### src/rtl/proc_ctrl.sv
// proc_ctrl: IR, time-step counter and per-step datapath control decode.
// Optional MVNZ_EN makes opcode 100 a conditional move gated by GNZ.
module proc_ctrl (
  input  logic       Clock,
  input  logic       Reset,
  input  logic       Run,
  input  logic [8:0] DIN,
  input  logic       GNZ,
  output logic [8:0] IR,
  output logic [1:0] Tstep,
  output logic       IRin,
  output logic [2:0] RinSel,
  output logic       RinEn,
  output logic [2:0] RoutSel,
  output logic       RoutEn,
  output logic       DINout,
  output logic       Gout,
  output logic       Ain,
  output logic       Gin,
  output logic       AddSub,
  output logic       Done
);

  typedef enum logic [1:0] {
    T0 = 2'd0,
    T1 = 2'd1,
    T2 = 2'd2,
    T3 = 2'd3
  } step_e;

  step_e      tstep_q, tstep_d;
  logic [8:0] ir_q, ir_d;

  logic [2:0] op, rx, ry;
  logic       is_mv, is_mvi, is_add, is_sub;
  logic       is_mvnz, mvnz_go;

  assign op = ir_q[8:6];
  assign rx = ir_q[5:3];
  assign ry = ir_q[2:0];

  assign is_mv  = (op == 3'b000);
  assign is_mvi = (op == 3'b001);
  assign is_add = (op == 3'b010);
  assign is_sub = (op == 3'b011);

`ifdef MVNZ_EN
  assign is_mvnz = (op == 3'b100);
  assign mvnz_go = is_mvnz & GNZ;
`else
  logic unused_gnz;
  assign unused_gnz = GNZ;
  assign is_mvnz    = 1'b0;
  assign mvnz_go    = 1'b0;
`endif

  // Register fields stay 0 unless the matching enable is high.
  always_comb begin
    IRin    = 1'b0;
    RinSel  = 3'd0;
    RinEn   = 1'b0;
    RoutSel = 3'd0;
    RoutEn  = 1'b0;
    DINout  = 1'b0;
    Gout    = 1'b0;
    Ain     = 1'b0;
    Gin     = 1'b0;
    AddSub  = 1'b0;
    Done    = 1'b0;
    if (!Reset) begin
      unique case (tstep_q)
        T0: IRin = Run;
        T1: begin
          unique case (1'b1)
            is_mv, mvnz_go: begin
              RoutSel = ry;
              RoutEn  = 1'b1;
              RinSel  = rx;
              RinEn   = 1'b1;
              Done    = 1'b1;
            end
            is_mvi: begin
              DINout = 1'b1;
              RinSel = rx;
              RinEn  = 1'b1;
              Done   = 1'b1;
            end
            is_add, is_sub: begin
              RoutSel = rx;
              RoutEn  = 1'b1;
              Ain     = 1'b1;
            end
            default: Done = 1'b1;
          endcase
        end
        T2: begin
          if (is_add || is_sub) begin
            RoutSel = ry;
            RoutEn  = 1'b1;
            Gin     = 1'b1;
            AddSub  = is_sub;
          end
        end
        T3: begin
          if (is_add || is_sub) begin
            Gout   = 1'b1;
            RinSel = rx;
            RinEn  = 1'b1;
            Done   = 1'b1;
          end
        end
        default: ;
      endcase
    end
  end

  // Steps other than T0 never load IR; Run is ignored there.
  always_comb begin
    tstep_d = tstep_q;
    ir_d    = ir_q;
    if (tstep_q == T0) begin
      if (Run) begin
        ir_d    = DIN;
        tstep_d = T1;
      end
    end else if (Done) begin
      tstep_d = T0;
    end else if (tstep_q != T3) begin
      tstep_d = step_e'(tstep_q + 2'd1);
    end
  end

  always_ff @(posedge Clock) begin
    if (Reset) begin
      tstep_q <= T0;
      ir_q    <= 9'd0;
    end else begin
      tstep_q <= tstep_d;
      ir_q    <= ir_d;
    end
  end

  assign IR    = ir_q;
  assign Tstep = tstep_q;

  logic unused_mvnz;
  assign unused_mvnz = is_mvnz;

endmodule

### config.mk
export PLATFORM = sky130hd
export DESIGN_NAME = proc_ctrl
export DESIGN_NICKNAME = d
export VERILOG_FILES = /design/src/rtl/proc_ctrl.sv
export SDC_FILE = /design/constraint.sdc
export NUM_CORES = 1
export LEC_CHECK = 0
export ABC_CLOCK_PERIOD_IN_PS = 1440
export BUFFER_PORTS_ARGS = -buffer_cell sky130_fd_sc_hd__buf_2
export CAP_MARGIN = 30
export CORE_MARGIN = 1.5
export CORE_UTILIZATION = 39
export DETAILED_ROUTE_END_ITERATION = 6
export GPL_ROUTABILITY_DRIVEN = 1
export GPL_TIMING_DRIVEN = 0
export MAX_ROUTING_LAYER = met4
export PLACE_DENSITY = 0.76
export SETUP_SLACK_MARGIN = 0.4
export SLEW_MARGIN = 40
export SYNTH_ARGS = -nofsm -noshare
export SYNTH_HDL_FRONTEND = slang
export SYNTH_SLANG_ARGS = --single-unit
### constraint.sdc
create_clock -name Clock -period 1.44 [get_ports Clock]
set_input_delay 0.072 -clock Clock [delete_from_list [all_inputs] [get_ports Clock]]
set_output_delay 0.072 -clock Clock [all_outputs]
set_load 0.1 [all_outputs]
==> out/metrics.yaml <==
routedWlPerCell_um: 22.6
worstSetupPathType: "reg2out"
gp_congestion: 0.788
io_buffer_count: 37
drc: 0
tightest_slew_ns: 0.527
final_cell_area_sq_um: 1620
slew_violations: 0
fin_crit_ns: 2.01
slowest_delay_ns: 0.40
ant_nets: 0
syn_area_sq_um: 721
h-tree-depth: 1
cp.required_ns: 1.37
grt.overflow.total: 0
cpMaxStageDelayCell: "or3b_1"
synth-seq-area-share_pct: 30.6
synth_top_cell_area_share_pct: 30.6
die_y_um: 46.0
pwr-share-clk_pct: 7.9
vdd_drop_max_mv: 1.80
fin_crit_sh_pct: 140
cts.path.max_buffers: 2
drive_gt1_share_pct: 61.8
start_util_pct: 41.7
insertion_delay_ns: 0.27
combPwrFrac_pct: 74.2
violations: "negative setup slack"
synth_cell_type_count: 31
grt_pass1_wl_um: 4440
end_kind: "primary output"
hold_viol: 0
dpl.hpwl_um: 1420
dieArea_sq_um: 2110
cts_buffers: 3
switching_power_uw: 1600
vias_per_cell: 6.07
grt_pass1_vias: 903
clock_skew_ns: 0.000721
root_buffer: "clkbuf_4"
syn_nets: 114
setup_viol: 26
cts_sinks: 11
seq_power_share_pct: 17.9
die_x_um: 46.0
num_rows: 15
postSynthCellCount: 96
grt_usage_pct: 30.2
core_area_sq_um: 1730
tritoncts: "yes"
synth_edf_count: 0
drt_iter0_markers: 76
path_max_fanout: 5
fin_nets: 171
final_cell_mix: "nand2_1, buf_12, buf_2"
timing.slew.headroom_pct: 64.9
clk_pin_slew_ns: 0.07
setup_ws_ns: -0.575
final_common_cell: "nand2_1"
syn_to_final_growth_pct: 124
maxCapViolations: 0
drt-total-wl_um: 3990
placed_cell_area_sq_um: 1120
firstDrtPassIters: 7
synthTopCellsByArea: "dfxtp_1, nand2_1, ha_1"
synth-seq-cells: 11
syn_area_per_cell_sq_um: 7.51
antenna_found_initial: 0
synth-warning-count: 0
hold_path_class: "in2reg"
rsz0062_at_grt: "yes"
synth-main-ff-cell: "dfxtp_1"
worst_setup_path_start_kind: "flop"
tns_ns: -7.46
vias: 1075
crit_chain: "inv_4, ha_4, buf_6, or3b_1, a21o_4, o22ai_4, buf_12"
arrival_ns: 1.94
grt_max_degree: 11
status: "finished, violations left"
io_pins: 39
netSwitchingFraction_pct: 56.6
power_density_nw_per_um2: 1750
synthArstFlopShare_pct: 0
n_antenna_cell: 0
synth_area_leader_cell: "dfxtp_1"
internal-power_uw: 1220
rrSetupSlack_ns: -0.30
max_freq_mhz: 496
p_leak_uw: 0.000675
preCtsSetupSlack_ns: -0.504
registers in the layout, summed over array words and instances (netlist names):
name and cells:
Tstep 2, IR 9
worst max-delay path: cells and delay by family (launching register included):
family | cells | cell delay, ns
compound gates | 2 | 0.40
fa+ha+maj | 1 | 0.13
buf+inv | 3 | 0.39
flops | 1 | 0.36
simple gates | 1 | 0.40
cell usage after synthesis (2+ instances only):
library cell and instances:
nor2b_1 2, and2_1 5, nand2_1 27, dfxtp_1 11, o22ai_1 3, inv_1 4, o21ai_0 2, buf_2 2
clkbuf_1 3, nor2_1 3, a21oi_1 9, nor3b_2 2, ha_1 5
per-layer routing:
layer	wire length, um	track usage (%)	vias to the layer above
met5	0	-	-
met2	1930	47.5	97
met1	1430	38.8	516
met3	390	2.38	26
met4	238	14.3	0
li1	-	-	436
stage by stage:
stage                     util (%)  hold WS, ns  power (uW)  cells
after CTS                     89.4       0.0248        2540    173
after floorplan                  -        0.198        1740     96
after global placement        64.9        0.301        1930    158
final                         93.6       0.0453        2820    177
after detailed placement      64.9        0.310        1940    158
after global routing          93.6       0.0486        2880    177
cells by family (layout without fill, tap and decap cells):
family                     count (synthesis)  after routing  synth area share, %
AOI/OAI and AO/OA                         22             22                 20.0
adders and majority gates                  5              5                 8.68
buffers and inverters                     11             67                 7.12
DFF                                       11             11                 30.6
muxes                                      1              1                 1.39
and+or+nand+nor                           46             46                 32.3
final timing paths:
check                         from                     to  cells after the start
min                         DIN[1]     IR[1]$_SDFFE_PP0P_                      3
max          Tstep[1]$_SDFFE_PP0P_             RoutSel[2]                      7
max reg2reg  Tstep[0]$_SDFFE_PP0P_  Tstep[0]$_SDFFE_PP0P_                      6
min reg2reg     IR[8]$_SDFFE_PP0P_     IR[8]$_SDFFE_PP0P_                      2
area by class of cell:
type                    instances  area [sq um]
flip-flops and latches         11           238
multi-input cells              74           659
plain buffers                   7          48.8
well taps                      25          31.3
repair buffers                 52           594
clock buffers                   4          26.3
inverters                       4          17.5
fillers                        57           111
power groups by stage:
stage          clock, uW  sequential [uW]  combinational [uW]
6_report             222              506                2090
5_1_grt              233              506                2140
4_1_cts              212              489                1840
3_5_place_dp           0              494                1450
3_3_place_gp           0              489                1440
2_1_floorplan          0              913                 826
what timing repair did:
item,4_1_cts,5_1_grt
resized for setup,88,11
hold buffers,0,0
pin swaps,6,4
setup buffers,11,4
gates cloned,0,0
endpoints found under the setup margin,37,33
Note: power is estimated with default switching activity, not from simulation.
